`config.mk`:
```
export PLATFORM = sky130hd
export DESIGN_NAME = mem_port_arbiter
export DESIGN_NICKNAME = d
export VERILOG_FILES = /design/src/rtl/mem_arb_pkg.sv /design/src/rtl/rsp_tag_pipe.sv /design/src/rtl/mem_port_arbiter.sv
export SDC_FILE = /design/constraint.sdc
export NUM_CORES = 1
export LEC_CHECK = 0
export ABC_AREA = 1
export BUFFER_PORTS_ARGS = -buffer_cell sky130_fd_sc_hd__buf_2
export CAP_MARGIN = 20
export CORE_MARGIN = 10
export CORE_UTILIZATION = 25
export CTS_BUF_LIST = sky130_fd_sc_hd__clkbuf_8 sky130_fd_sc_hd__clkbuf_16
export DETAILED_ROUTE_END_ITERATION = 12
export GPL_TIMING_DRIVEN = 0
export PLACE_DENSITY = 0.78
export REMOVE_ABC_BUFFERS = 1
export SKIP_CTS_REPAIR_TIMING = 1
export SYNTH_ARGS = -nofsm -noshare
export SYNTH_HDL_FRONTEND = slang
export SYNTH_SLANG_ARGS = --single-unit
```
`constraint.sdc`:
```
create_clock -name clk -period 0.8 [get_ports clk]
set_input_delay 0.04 -clock clk [delete_from_list [all_inputs] [get_ports clk]]
set_output_delay 0.04 -clock clk [all_outputs]
set_load 0.03 [all_outputs]
```
`src/rtl/mem_arb_pkg.sv`:
```
// Shared types for the fetch/data memory port arbiter.
// Owners, FSM states and the read-tag bundle.
package mem_arb_pkg;

  typedef enum logic {
    OWN_IF = 1'b0,
    OWN_D  = 1'b1
  } owner_t;

  typedef enum logic {
    UNLOCKED = 1'b0,
    LOCKED   = 1'b1
  } arb_state_t;

  typedef struct packed {
    logic   valid;
    owner_t owner;
  } tag_t;

  localparam tag_t TAG_NONE = '{valid: 1'b0, owner: OWN_IF};

endpackage

```
`src/rtl/rsp_tag_pipe.sv`:
```
// Delay line of read tags matching the RAM read latency.
// Output selects which requester sees the returning read data.
module rsp_tag_pipe
  import mem_arb_pkg::*;
#(
  parameter int DEPTH = 1
) (
  input  logic clk,
  input  logic reset,
  input  tag_t push,
  output tag_t pop
);

  tag_t pipe [DEPTH];

  always_ff @(posedge clk) begin
    if (reset) begin
      for (int i = 0; i < DEPTH; i++) begin
        pipe[i] <= TAG_NONE;
      end
    end else begin
      pipe[0] <= push;
      for (int i = 1; i < DEPTH; i++) begin
        pipe[i] <= pipe[i-1];
      end
    end
  end

  assign pop = pipe[DEPTH-1];

endmodule

```
`src/rtl/mem_port_arbiter.sv`:
```
// Round-robin arbiter sharing one RAM port between fetch and data,
// with a locked read-modify-write mode for the data side.
module mem_port_arbiter
  import mem_arb_pkg::*;
#(
  parameter int ADDR_W  = 8,
  parameter int DATA_W  = 16,
  parameter int MEM_LAT = 1
) (
  input  logic              clk,
  input  logic              reset,
  input  logic              if_req_valid,
  input  logic [ADDR_W-1:0] if_req_addr,
  output logic              if_req_ready,
  output logic              if_rsp_valid,
  output logic [DATA_W-1:0] if_rsp_data,
  input  logic              d_req_valid,
  input  logic              d_req_we,
  input  logic              d_req_lock,
  input  logic [ADDR_W-1:0] d_req_addr,
  input  logic [DATA_W-1:0] d_req_wdata,
  output logic              d_req_ready,
  output logic              d_rsp_valid,
  output logic [DATA_W-1:0] d_rsp_data,
  output logic              mem_en,
  output logic              mem_we,
  output logic [ADDR_W-1:0] mem_addr,
  output logic [DATA_W-1:0] mem_wdata,
  input  logic [DATA_W-1:0] mem_rdata,
  output logic              locked
);

  arb_state_t state;
  owner_t     last_grant;
  logic       gnt_if;
  logic       gnt_d;
  logic       is_lock;
  logic       tie;
  tag_t       tag_in;
  tag_t       tag_out;

  assign is_lock = (state == LOCKED);
  assign tie     = !is_lock && if_req_valid && d_req_valid;

  always_comb begin
    gnt_if = 1'b0;
    gnt_d  = 1'b0;
    if (!reset) begin
      unique case (1'b1)
        is_lock: gnt_d = d_req_valid;
        tie: begin
          gnt_if = (last_grant == OWN_D);
          gnt_d  = (last_grant == OWN_IF);
        end
        default: begin
          gnt_if = if_req_valid;
          gnt_d  = d_req_valid;
        end
      endcase
    end
  end

  always_ff @(posedge clk) begin
    if (reset) begin
      state      <= UNLOCKED;
      last_grant <= OWN_D;
    end else begin
      if (gnt_if) begin
        last_grant <= OWN_IF;
      end else if (gnt_d) begin
        last_grant <= OWN_D;
      end
      if (gnt_d) begin
        unique case (state)
          UNLOCKED: begin
            if (!d_req_we && d_req_lock) begin
              state <= LOCKED;
            end
          end
          LOCKED: begin
            if (d_req_we) begin
              state <= UNLOCKED;
            end
          end
          default: state <= UNLOCKED;
        endcase
      end
    end
  end

  assign if_req_ready = gnt_if;
  assign d_req_ready  = gnt_d;

  assign mem_en    = gnt_if | gnt_d;
  assign mem_we    = gnt_d & d_req_we;
  assign mem_addr  = gnt_d ? d_req_addr : if_req_addr;
  assign mem_wdata = gnt_d ? d_req_wdata : '0;

  // Only reads occupy a slot that will come back with data.
  assign tag_in.valid = mem_en & ~mem_we;
  assign tag_in.owner = gnt_d ? OWN_D : OWN_IF;

  rsp_tag_pipe #(
    .DEPTH(MEM_LAT)
  ) u_tag_pipe (
    .clk  (clk),
    .reset(reset),
    .push (tag_in),
    .pop  (tag_out)
  );

  assign if_rsp_valid = !reset && tag_out.valid && (tag_out.owner == OWN_IF);
  assign d_rsp_valid  = !reset && tag_out.valid && (tag_out.owner == OWN_D);
  assign if_rsp_data  = mem_rdata;
  assign d_rsp_data   = mem_rdata;

  assign locked = !reset && is_lock;

endmodule

```
---- After elaboration in Yosys (flattened, before gate mapping) ----
Memories as Yosys holds them, arrays and structs flattened.
Cells that the tools add are included.
cells by class
  $add $sub $neg .......................... 0
  div/mod/pow operators ................... 0
  bitwise gates (word level) .............. 7
  shift-type cells ........................ 0
  reductions and logical operators ........ 12
  multiply operators ...................... 0
  multiplexer cells ....................... 17
  $lt $le $gt $ge ......................... 0
  equal/unequal tests ..................... 0
operator list
  kind                                count
  2-to-1 mux 16 bit                   1
  2-to-1 mux 1 bit                    12
  2-to-1 mux 8 bit                    1
  logical AND 1 bit                   7
  inverter 1 bit                      4
  one-hot mux 1 bit (2 select lines)  2
  logical NOT 1 bit                   3
  AND 1 bit                           2
  2-to-1 mux 2 bit                    1
  nonzero test 2 bit                  1
  OR reduction 2 bit                  1
  OR 1 bit                            1
storage, ports and cells
  bits in read-only memories .............. 0
  logic and storage cells ................. 39
  register bits ........................... 2
  bits in latches ......................... 0
  input port bits ......................... 54
  memory bits (writable) .................. 2
  memories kept ........................... 1
  output and inout port bits .............. 63
memory list
  memory           words  width  read ports  clocked after Yosys merged registers in  wr ports  line                source
  u_tag_pipe.pipe  1      2      1           0                                        1         rsp_tag_pipe.sv:14  tag_t pipe [DEPTH];

---- Depth between registers and ports, before layout ----
  word-level depth ........................ 9
  gate-level depth with buffers ........... 6
  gate-level depth less buffers ........... 6

---- Hierarchy ----
Synthesis repeated with hierarchy kept, for this count alone.
unflattened totals
  cells, all modules ...................... 126
  area total of the unflattened synthesis .. 705.7 sq um
modules (own cells, without submodules)
  module            area an instance (sq um)  instances  cells an instance  sequential area each (sq um)
  mem_port_arbiter  650.6                     1          120                40.0
  rsp_tag_pipe      55.1                      1          6                  40.0

---- Least setup slack after synthesis ----
No wires, ideal clock.
  path type ............................... reg-to-output
  start point ............................. reg state, in the netlist is_lock
  end point ............................... out mem_wdata[0]
  arrival time ............................ 1.082 ns
  buffers on the path ..................... 1
  stages on the path, launching flop included .. 6
  path slack .............................. -0.322 ns
  required time ........................... 0.760 ns
  cell sequence ........................... dfxtp_1 > inv_2 > nand3_2 > nand2_4 > buf_6 > nor2_1
on the way
  longest elaborated chain between the ends .. 6
ends and longest elaborated chain
  element                          line                    source
  start, declared                  mem_port_arbiter.sv:33  arb_state_t state;
  start signal, assigned           mem_port_arbiter.sv:65  state <= UNLOCKED;
  start signal, assigned           mem_port_arbiter.sv:77  state <= LOCKED;
  start signal, assigned           mem_port_arbiter.sv:82  state <= UNLOCKED;
  logical NOT 1 bit                mem_port_arbiter.sv:43  assign tie = !is_lock && if_req_valid && d_req_valid;
  logical AND 1 bit (2 in series)  mem_port_arbiter.sv:43
  2-to-1 mux 1 bit                 mem_port_arbiter.sv:49  unique case (1'b1)
  2-to-1 mux 1 bit                 mem_port_arbiter.sv:48  if (!reset) begin
  2-to-1 mux 16 bit                mem_port_arbiter.sv:97  assign mem_wdata = gnt_d ? d_req_wdata : '0;
  end, declared                    mem_port_arbiter.sv:28  output logic [DATA_W-1:0] mem_wdata,
No other way between the ends.

---- Worst setup path in the final report ----
  start point ............................. reg state, in the netlist is_lock
  end point ............................... out mem_wdata[3]
The elaborated chain is that of the path after synthesis.

==> flow_metrics.py <==
metrics = {
    "sta": {
        "hold_viol_final": 0,
        "clock_skew_ps": 0.468,
        "finalWorstSetupSlack_ps": -482,
        "slew-limit-headroom_pct": 66.4,
        "worst_pin_slew_ps": 503,
        "hold_ws_ps": 59.0,
        "setup_viol_count_final": 34,
        "fmax_mhz": 780,
        "period_share_pct": 160,
        "drv_slew": 0,
        "layout_min_cycle_time_ps": 1280,
        "grt_setup_unrepaired": "true",
    },
    "cts": {
        "clkLatencyLatePin_ps": 210,
        "cts_buffer_depth": 2,
        "clockRootBuffer": "clkbuf_8",
        "htreeDepth": 1,
        "clk_pin_slew_ps": 30,
        "cts_tree": "done",
        "cts_buffers": 3,
        "clock_sinks": 4,
    },
    "logic_synthesis": {
        "synth_top_area_share_pct": 34.8,
        "synth_cells": 123,
        "post_synth_num_cell_types": 13,
        "netlist_area_um2": 689,
        "yosysTopAreaCell": "buf_4",
        "syn_avg_cell_area_um2": 5.60,
        "synth-seq-cells": 4,
        "yosysSeqAreaShare_pct": 11.6,
        "yosys_warnings": 0,
        "synth.area.top_cells": "buf_4 35%, nand2_1 16%, inv_1 14%, dfxtp_1 12%, nor2_1 11%",
    },
    "placed_design": {
        "post-dp-hpwl_um": 2340,
        "port_buffers": 68,
        "gp_congestion": 0.791,
        "pre_cts_slack_ps": -450,
    },
    "setup_path": {
        "rr_startpoint": "is_lock$_SDFFE_PP0N_",
        "required_ps": 760,
        "cp.arrival_ps": 1240,
        "reg2reg_depth": 6,
        "crit_fanout": 7,
        "end_kind": "output port",
        "critical_path_class": "reg2out",
        "cp-start-kind": "register",
        "r2r-end": "u_tag_pipe.pipe[0][1]$_SDFF_PP0_",
        "r2r_slack_ps": -300,
    },
    "grt": {
        "grt_use_total_pct": 9.44,
        "grt_max_degree": 29,
        "gr-total-overflow": 0,
        "grt_pass1_vias": 825,
        "antenna_found_initial": 0,
        "grt_pass1_wl_um": 3880,
    },
    "drt": {
        "wl_per_cell_um": 16.5,
        "vias": 850,
        "drt_iter0_drc": 20,
        "antenna_left": 0,
        "dr.pass1.iters": 4,
        "wirelength_um": 3270,
        "via_per_inst": 4.29,
        "drc_errors": 0,
    },
    "cells_and_area": {
        "fin_nets": 224,
        "fin_util_pct": 49.4,
        "drive_above_1_share_pct": 69.0,
        "area_growth_pct": 82.2,
        "num_antenna_cells": 0,
        "final_common_cell": "buf_2",
        "final_cell_mix": "37 x buf_2, 24 x buf_6, 23 x nand2_1, 21 x inv_1, 11 x buf_4",
    },
    "worst_hold_path": {
        "holdCritPathClass": "in2reg",
        "hold_depth": 2,
        "worstHoldEndpoint": "u_tag_pipe.pipe[0][1]$_SDFF_PP0_",
        "worstHoldStart": "d_req_we",
    },
    "floorplan": {
        "dieHeight_um": 72.5,
        "initial_utilization_pct": 27.1,
        "die-width_um": 72.5,
        "io_pins": 117,
        "core_um2": 2540,
        "die-area_um2": 5260,
        "placement_rows": 18,
    },
    "power": {
        "p_leak_uw": 0.000724,
        "peakVddDrop_mv": 0.828,
        "p_per_area_nw_per_um2": 1130,
    },
    "status": {
        "violations": "negative setup slack",
        "run_status": "complete, but fails checks",
    },
    "run": {
        "cap_violations": 0,
    },
}
## registers in the layout (all words and copies together), names as in the netlist
name and flops:
u_tag_pipe.pipe 2, last_grant 1, is_lock 1
## critical path, cell delays in order (launching register included)
cell and delay, ps:
dfxtp_2 310, inv_2 70, nand3_4 140, buf_12 180, nand2_8 100, nor2_1 50
buf_4 160
## how the worst max path moves through the flow
stage                         startpoint      endpoint  slack, ps
detailed placement  is_lock$_SDFFE_PP0N_   mem_addr[2]       -450
finish              is_lock$_SDFFE_PP0N_  mem_wdata[3]       -480
global route        is_lock$_SDFFE_PP0N_  mem_wdata[3]       -530
global placement    is_lock$_SDFFE_PP0N_   mem_addr[1]       -440
CTS                 is_lock$_SDFFE_PP0N_   mem_addr[2]       -690
floorplan           is_lock$_SDFFE_PP0N_   mem_addr[0]       -350
## cell usage after synthesis
cell,count
nand3_2,1
nor2_4,1
nand2_4,1
nand2_1,29
dfxtp_1,4
o21ai_0,2
inv_1,25
buf_6,2
nor2_1,21
a21oi_1,1
inv_2,2
nand3_1,2
buf_4,32
## cells by family (layout without fill, tap and decap cells)
logic type,after synthesis,after routing,synth area share (%)
AO/OA/AOI/OAI,3,3,2.18
buffers and inverters,61,103,52.8
flip-flops,4,4,11.6
AND/OR/NAND/NOR,55,58,33.4
## where the power goes
part           leakage, uW  switching (uW)  internal (uW)
sequential       0.0000339            10.0            219
combinational     0.000668             455            329
clock            0.0000216            92.9            320
total             0.000724             558            868
## per-layer routing
| layer | global-route usage (%) | wire [um] | vias to the layer above |
|---|---|---|---|
| li1 | - | - | 413 |
| met1 | 7.57 | 987 | 350 |
| met2 | 12.0 | 1470 | 83 |
| met3 | 14.4 | 777 | 2 |
| met4 | 1.90 | 4 | 2 |
| met5 | 7.07 | 31 | - |
## stage by stage
| stage | cell area (um2) | power (uW) | std cells | TNS [ps] |
|---|---|---|---|---|
| after global routing | 1260 | 1510 | 198 | -14500 |
| after floorplan | 427 | 531 | 89 | -7490 |
| after CTS | 846 | 1160 | 190 | -15620 |
| final | 1260 | 1430 | 198 | -12730 |
| after detailed placement | 805 | 732 | 187 | -8680 |
| after global placement | 805 | 725 | 187 | -8120 |
## final cells by class
type / count / area (um2)
fillers: 249 / 1290
well taps: 30 / 37.5
multi-input cells: 61 / 425
clock buffers: 3 / 41.3
repair buffers: 73 / 558
inverters: 27 / 109
flip-flops and latches: 4 / 85.1
Power figures use the tool's default switching activity.
